`config.mk`:
```
export PLATFORM = sky130hd
export DESIGN_NAME = awg_key_ctrl
export DESIGN_NICKNAME = d
export VERILOG_FILES = /design/src/rtl/awg_key_ctrl.sv
export SDC_FILE = /design/constraint.sdc
export NUM_CORES = 1
export LEC_CHECK = 0
export ABC_AREA = 1
export CORE_MARGIN = 1
export CORE_UTILIZATION = 56
export CTS_BUF_LIST = sky130_fd_sc_hd__clkbuf_16
export DETAILED_ROUTE_END_ITERATION = 16
export GPL_TIMING_DRIVEN = 0
export PLACE_DENSITY = 0.75
export SKIP_LAST_GASP = 1
export SYNTH_ARGS = -nofsm -noshare
export SYNTH_HDL_FRONTEND = slang
export SYNTH_SLANG_ARGS = --single-unit
```
`constraint.sdc`:
```
create_clock -name clk -period 3 [get_ports clk]
set_input_delay 0.45 -clock clk [delete_from_list [all_inputs] [get_ports clk]]
set_output_delay 0.45 -clock clk [all_outputs]
set_load 0.01 [all_outputs]
```
`src/rtl/awg_key_ctrl.sv`:
```
// awg_key_ctrl: front-panel parameter controller for the signal generator.
// Debounces four raw push-keys, generates step events (with press-and-hold
// auto-repeat for up/dn), and runs the WAVE/FREQ/AMP/PHASE field editor.
// Ports:
//   clk, rst                         clock, synchronous active-high reset
//   key_sel/key_up/key_dn/key_run    raw active-high keys
//   state        [4:0]   waveform code (0 saw, 1 tri, 2 sqr, 3 sin, 10 off)
//   state_freq   [11:0]  frequency word
//   state_amp    [7:0]   amplitude word
//   state_phase  [7:0]   phase word
//   field        [1:0]   field being edited (0 WAVE, 1 FREQ, 2 AMP, 3 PHASE)
//   upd                  one-cycle pulse when state/freq/amp/phase changes
module awg_key_ctrl #(
  parameter logic [19:0] DEB_CYC   = 20'd500000,
  parameter logic [23:0] HOLD_CYC  = 24'd5000000,
  parameter logic [23:0] REP_CYC   = 24'd1000000,
  parameter logic [11:0] FREQ_STEP = 12'd1,
  parameter logic [11:0] FREQ_MIN  = 12'd1,
  parameter logic [11:0] FREQ_MAX  = 12'd4095,
  parameter logic [11:0] FREQ_DEF  = 12'd1
) (
  input  logic        clk,
  input  logic        rst,
  input  logic        key_sel,
  input  logic        key_up,
  input  logic        key_dn,
  input  logic        key_run,
  output logic [4:0]  state,
  output logic [11:0] state_freq,
  output logic [7:0]  state_amp,
  output logic [7:0]  state_phase,
  output logic [1:0]  field,
  output logic        upd
);

  localparam int unsigned NKEY  = 4;
  localparam int unsigned K_SEL = 0;
  localparam int unsigned K_UP  = 1;
  localparam int unsigned K_DN  = 2;
  localparam int unsigned K_RUN = 3;

  localparam logic [4:0] ST_OFF  = 5'd10;

  localparam logic [1:0] F_WAVE  = 2'd0;
  localparam logic [1:0] F_FREQ  = 2'd1;
  localparam logic [1:0] F_AMP   = 2'd2;
  localparam logic [1:0] F_PHASE = 2'd3;

  logic [NKEY-1:0] key_raw, sync1, sync2;
  logic [NKEY-1:0] deb, deb_q, blk, rise;
  logic [19:0]     deb_cnt [NKEY];
  logic [23:0]     hold_cnt [2];
  logic [1:0]      rep, rep_fire;
  logic            ev_sel, ev_up, ev_dn, ev_run;

  logic [4:0]  state_n;
  logic [11:0] freq_n;
  logic [7:0]  amp_n, phase_n;
  logic [1:0]  field_n, prev_wave, prev_n, wave_n;
  logic [12:0] freq_up13, freq_dn13;
  logic        upd_n;

  assign key_raw = {key_run, key_dn, key_up, key_sel};

  // Two-flop synchroniser; left unreset so a key held through reset stays visible.
  always_ff @(posedge clk) begin
    sync1 <= key_raw;
    sync2 <= sync1;
  end

  // Per-key debounce. After reset each key is blocked until it has been seen
  // released for DEB_CYC cycles, so a key held through reset needs a re-press.
  always_ff @(posedge clk) begin
    if (rst) begin
      deb   <= '0;
      deb_q <= '0;
      blk   <= '1;
      for (int i = 0; i < NKEY; i++) deb_cnt[i] <= '0;
    end else begin
      deb_q <= deb;
      for (int i = 0; i < NKEY; i++) begin
        if (blk[i]) begin
          if (sync2[i]) begin
            deb_cnt[i] <= '0;
          end else if (deb_cnt[i] == DEB_CYC - 20'd1) begin
            blk[i]     <= 1'b0;
            deb_cnt[i] <= '0;
          end else begin
            deb_cnt[i] <= deb_cnt[i] + 20'd1;
          end
        end else if (sync2[i] != deb[i]) begin
          if (deb_cnt[i] == DEB_CYC - 20'd1) begin
            deb[i]     <= sync2[i];
            deb_cnt[i] <= '0;
          end else begin
            deb_cnt[i] <= deb_cnt[i] + 20'd1;
          end
        end else begin
          deb_cnt[i] <= '0;
        end
      end
    end
  end

  assign rise = deb & ~deb_q;

  // Auto-repeat for up (0) and dn (1): hold_cnt equals cycles held since the
  // debounced rise; first repeat at HOLD_CYC, then every REP_CYC.
  always_comb begin
    rep_fire = '0;
    for (int i = 0; i < 2; i++) begin
      rep_fire[i] = deb[K_UP+i] &&
                    (rep[i] ? (hold_cnt[i] == REP_CYC - 24'd1) : (hold_cnt[i] == HOLD_CYC));
    end
  end

  always_ff @(posedge clk) begin
    if (rst) begin
      rep <= '0;
      for (int i = 0; i < 2; i++) hold_cnt[i] <= '0;
    end else begin
      for (int i = 0; i < 2; i++) begin
        if (!deb[K_UP+i]) begin
          rep[i]      <= 1'b0;
          hold_cnt[i] <= '0;
        end else if (rep_fire[i]) begin
          rep[i]      <= 1'b1;
          hold_cnt[i] <= '0;
        end else begin
          hold_cnt[i] <= hold_cnt[i] + 24'd1;
        end
      end
    end
  end

  assign ev_sel = rise[K_SEL];
  assign ev_up  = rise[K_UP] | rep_fire[0];
  assign ev_dn  = rise[K_DN] | rep_fire[1];
  assign ev_run = rise[K_RUN];

  // Field FSM and parameter update; up/dn act on the field before any advance.
  always_comb begin
    field_n   = field;
    state_n   = state;
    freq_n    = state_freq;
    amp_n     = state_amp;
    phase_n   = state_phase;
    prev_n    = prev_wave;
    wave_n    = ev_up ? state[1:0] + 2'd1 : state[1:0] - 2'd1;
    freq_up13 = {1'b0, state_freq} + {1'b0, FREQ_STEP};
    freq_dn13 = {1'b0, state_freq} - {1'b0, FREQ_STEP};

    if (ev_sel) begin
      case (field)
        F_WAVE:  field_n = F_FREQ;
        F_FREQ:  field_n = F_AMP;
        F_AMP:   field_n = F_PHASE;
        default: field_n = F_WAVE;
      endcase
    end

    if (ev_run) begin
      if (state == ST_OFF) begin
        state_n = {3'b000, prev_wave};
      end else if (state < 5'd4) begin
        prev_n  = state[1:0];
        state_n = ST_OFF;
      end
    end else if (ev_up != ev_dn) begin
      case (field)
        F_WAVE: begin
          if (state != ST_OFF) state_n = {3'b000, wave_n};
        end
        F_FREQ: begin
          if (ev_up)
            freq_n = (freq_up13 > {1'b0, FREQ_MAX}) ? FREQ_MAX : freq_up13[11:0];
          else
            freq_n = (freq_dn13[12] || freq_dn13[11:0] < FREQ_MIN) ? FREQ_MIN : freq_dn13[11:0];
        end
        F_AMP: begin
          if (ev_up && state_amp != 8'hFF) amp_n = state_amp + 8'd1;
          if (ev_dn && state_amp != 8'h00) amp_n = state_amp - 8'd1;
        end
        default: begin
          phase_n = ev_up ? state_phase + 8'd1 : state_phase - 8'd1;
        end
      endcase
    end

    upd_n = (state_n != state) || (freq_n != state_freq) ||
            (amp_n != state_amp) || (phase_n != state_phase);
  end

  always_ff @(posedge clk) begin
    if (rst) begin
      field       <= F_WAVE;
      state       <= 5'd0;
      state_freq  <= FREQ_DEF;
      state_amp   <= 8'hFF;
      state_phase <= 8'd0;
      prev_wave   <= 2'd0;
      upd         <= 1'b0;
    end else begin
      field       <= field_n;
      state       <= state_n;
      state_freq  <= freq_n;
      state_amp   <= amp_n;
      state_phase <= phase_n;
      prev_wave   <= prev_n;
      upd         <= upd_n;
    end
  end

endmodule
```
# After elaboration in Yosys (flattened, before gate mapping)
# Memory sizes are Yosys's and may differ from the RTL's.
# Cells that the tools add are included.
[classes]
n_bitwise = 41
n_reduce_logical = 18
n_addsub = 14
n_eq_ne = 22
n_mux = 191
magnitude_cmp = 3
[op_table]
columns = ["op", "count"]
rows = [
  ["$mux W20", 24],
  ["$mux W24", 6],
  ["$mux W1", 138],
  ["$add A20 B1 Y20 const B", 4],
  ["$eq A20 B19 Y1 const B", 4],
  ["$mux W12", 6],
  ["$mux W8", 9],
  ["$add A24 B1 Y24 const B", 2],
  ["$eq A24 B20 Y1 const B", 2],
  ["$eq A24 B23 Y1 const B", 2],
  ["$or A1 B1 Y1", 32],
  ["$mux W5", 6],
  ["$add A8 B1 Y8 const B", 2],
  ["$ne A8 B8 Y1", 2],
  ["$sub A8 B1 Y8 const B", 2],
  ["$reduce_and A3 Y1", 5],
  ["$add A12 B1 Y13 const B", 1],
  ["$gt A13 B12 Y1 const B", 1],
  ["$sub A12 B1 Y13 const B", 1],
  ["$lt A12 B1 Y1 const B", 1],
  ["$ne A12 B12 Y1", 1],
  ["$ne A8 B8 Y1 const B", 1],
  ["$reduce_bool A8 Y1", 1],
  ["$not A1 Y1", 7],
  ["other kinds (18)", 29],
]
[totals]
reg_bits = 60
mem_bits_rw = 128
word_cells = 308
in_bits = 6
memories = 2
[memory_table]
columns = ["name", "depth", "width", "read_ports", "rd_ports_with_merged_regs", "write_ports", "line_no", "source"]
rows = [
  ["deb_cnt", 4, 20, 4, 0, 4, "51", "logic [19:0] deb_cnt [NKEY];"],
  ["hold_cnt", 2, 24, 2, 0, 2, "52", "logic [23:0] hold_cnt [2];"],
]

# Logic depth before layout (Yosys ltp)
[depth]
ltp_word = 13
ltp_mapped = 22
ltp_nobuf = 22

# Worst setup path after synthesis
# No wires, ideal clock.
[synth_timing]
path_type = "register to register"
start = "memory hold_cnt[0][12]"
end = "register state_phase[7]"
n_path_buf = 1
required_ps = 2881
synth_period_minus_slack_ps = 2804
t_arrival_ps = 2685
path_slack_ps = 196
path_stages_with_launch = 22
setup_time_ps = 119
cell_sequence = "edfxtp_1 -> inv_1 -> nand2_1 -> nor2_1 -> nand3_1 -> nor2_1 -> nand2_2 -> nand2_2 -> nand2_4 -> buf_2 -> ha_1 -> a21oi_1 -> nand2_1 -> a21oi_1 -> o21ai_0 -> nand2_1 -> nand2_1 -> a21oi_1 -> xor2_1 -> nand2_1 -> o21ai_0 -> a21oi_1"
[synth_rtl]
columns = ["element", "line_no", "source"]
rows = [
  ["start, declared", "52", ""],
  ["end signal, assigned", "208", "state_phase <= phase_n;"],
  ["end, declared", "31", "output logic [7:0] state_phase,"],
]

==> qor.yml <==
status: "finished clean"
p_clk_frac: 0.441
ys.flop_type: "edfxtp_1"
floorplan.initialDensity: 0.578
r2r-end: "state_phase[7]"
critical_path_required_ps: 3330
power_leakage_nw: 5.78
wl_per_cell_um: 12.7
hp-class: "register to register"
grt_antenna_before_repair: 0
seq_area_frac_synth: 0.444
switching_share: 0.228
cts_max_path_buffers: 2
grt_overflow: 0
cp_common_cell: "nand2_1"
maxCapViolCount: 0
drive_gt1_frac: 0.0649
stdcell_count: 2007
cts_tree: "yes"
cp_max_fo: 6
cts.sinks: 188
synth_seq_cells: 188
firstDrtPassIters: 7
ios: 42
cpMaxStageDelayCell: "edfxtp_1"
cts_buffers: 17
rows: 51
hold_start: "sync1[3]"
via_per_inst: 5.05
synthArstFlopShare: 0
power.density_nw_per_um2: 418
p_int_mw: 4.36
n_antenna_cell: 0
yosys.area.top_type: "edfxtp_1"
drt_iter0_drc: 635
placed_cells: 1952
syn_area_um2: 11400
drv_slew: 0
setup_viol: 0
synth_top_cell_area_share: 0.339
maxSlewHeadroom: 0.511
p_comb_frac: 0.040
r2r_slack_ps: 70
clkSlewWorstSetupHoldPaths_ps: 70
dieWidth_um: 144
r2r-start: "hold_cnt[0][0]"
synthCells: 1520
final_core_util: 0.687
drcViolationCount: 0
whs_endpoint: "sync2[3]"
pwr-share-seq: 0.519
fin_crit_sh: 0.975
final_area_um2: 13500
grt_max_degree: 24
period_needed_ps: 2930
tns_ps: 0
synth_common_cells: "nand2_1, nor2_1, inv_1"
grt_use_total: 0.245
antenna_left: 0
place_area_um2: 12600
die_h_um: 144
min_delay_path_depth: 0
max_stage_delay_ps: 460
grt_pass1_vias: 8978
grt_first_pass_wirelength_um: 40300
port_buffers: 40
synth.area.top_cells: "edfxtp_1, nand2_1, dfxtp_1, nor2_1, inv_1"
coreArea_um2: 19700
worstMarginPinSlew_ps: 731
skew_ps: 10.2
yosysWarnings: 0
critPathLaunchType: "register"
worstRegToRegCells: 20
cp_num_buf_inv: 1
critical_path_class: "register to register"
vias: 10100
place.gp.congestion: 0.899
fill_cells: 1718
critPathArrivalTime_ps: 3250
fin_nets: 1759
rsz0062_at_grt: "true"
vdd_drop_max_uv: 369
htreeDepth: 4
crit_family: "simple AND/OR/NAND/NOR gates"
synth_cell_types: 50
cts-root-buf: "clkbuf_16"
synth_most_common_cell: "nand2_1"
power.net_switching_mw: 1.29
avgSynthCellArea_um2: 7.47
hpwl_um: 18400
synth_edf_count: 128
hold_violations: 0
drt-total-wl_um: 25500
area_growth_pct: 19.0
timing.fmax_ghz: 0.342
critPathCaptureType: "register"
dieArea_um2: 20800
clkLatencyLatePin_ps: 440
crit_chain: "inv_1 > nand2_1 > nor2_1 > nand2_1 > a21oi_2 > nand2_2 > nand2_4 > nand2_8 > ha_4 > a21oi_1 > nand2_1 > a21oi_2 > o21ai_1 > nand2_1 > nand2_1 > a21oi_2 > xor2_1 > nand2_1 > o21ai_1 > a21oi_1"
==> registers in the layout, indices dropped and copies added (netlist names), 5 cells and up <==
| register | cells |
|---|---|
| deb_cnt | 80 |
| hold_cnt | 48 |
| state | 5 |
| state_amp | 8 |
| state_freq | 12 |
| state_phase | 8 |
==> cell families after synthesis <==
| family | Yosys count | share of synthesized area |
|---|---|---|
| XOR/XNOR | 49 | 0.0378 |
| flip-flops | 188 | 0.444 |
| adder cells (fa/ha/maj) | 24 | 0.0271 |
| AO/OA/AOI/OAI | 179 | 0.0885 |
| other | 1 | 0.000330 |
| buffers and inverters | 254 | 0.0883 |
| AND/OR/NAND/NOR | 825 | 0.314 |
==> cell type report <==
cell class                 count  area (um^2)  share of cell area
buffer                        30          163              0.0120
clock buffer                  17          425              0.0315
clock inverter                15          226              0.0168
inverter                     223          841              0.0622
multi-input combinational   1206         5880               0.435
sequential                   188         5050               0.374
tap                          265          332              0.0245
timing repair buffer          63          593              0.0439
==> stage by stage <==
| step | setup slack [ps] | total power, mW | hold WS, ps |
|---|---|---|---|
| after global routing | -184 | 5.82 | 354 |
| after detailed placement | -255 | 3.21 | 333 |
| final | 74.8 | 5.65 | 353 |
| after global placement | -207 | 3.20 | 334 |
| after floorplan | 196 | 3.14 | 310 |
| after CTS | 3.46 | 5.68 | 350 |
==> power groups by stage <==
| stage | clock network (mW) | logic (mW) | registers (mW) |
|---|---|---|---|
| after CTS | 2.53 | 0.221 | 2.93 |
| after global routing | 2.62 | 0.265 | 2.94 |
| after floorplan | 0 | 0.174 | 2.97 |
| after global placement | 0 | 0.213 | 2.99 |
| after detailed placement | 0 | 0.218 | 2.99 |
| final | 2.49 | 0.227 | 2.93 |
==> layout by cell type, fill, tap and decap left out, types with 40 or more instances in the layout <==
cell               n
nand2_1          330
a21oi_1           76
conb_1           128
nand3_1           96
dfxtp_1           58
nor2_1           244
inv_1            218
edfxtp_1         128
nor3_1            60
o21ai_0           56
clkdlybuf4s50_1   40
==> timing repair <==
| item | 4_1_cts | 5_1_grt |
|---|---|---|
| hold buffers | 0 | 0 |
| pin swaps | 0 | 14 |
| endpoints found under the setup margin | 2 | 4 |
| cloned | 0 | 1 |
| resized for setup | 2 | 29 |
| buffers inserted | 0 | 23 |
==> layer usage <==
metal  wire length (um)  track usage
met3                997       0.0391
met1              12000        0.318
met4                422       0.0853
met2              12100        0.415
met5                  0            0
==> how the worst max path moves through the flow <==
| stage | from | endpoint | slack (ps) | cells past startpoint |
|---|---|---|---|---|
| 4_1_cts | hold_cnt[0][12] | state_phase[7] | 3 | 20 |
| 2_1_floorplan | hold_cnt[0][12] | state_phase[7] | 200 | 21 |
| 5_1_grt | hold_cnt[0][0] | state_phase[7] | -180 | 20 |
| 3_5_place_dp | hold_cnt[0][12] | state_phase[7] | -250 | 21 |
| 3_3_place_gp | hold_cnt[0][12] | state_phase[7] | -210 | 21 |
| 6_report | hold_cnt[0][0] | state_phase[7] | 70 | 20 |
Note: power is estimated with default switching activity, not from simulation.
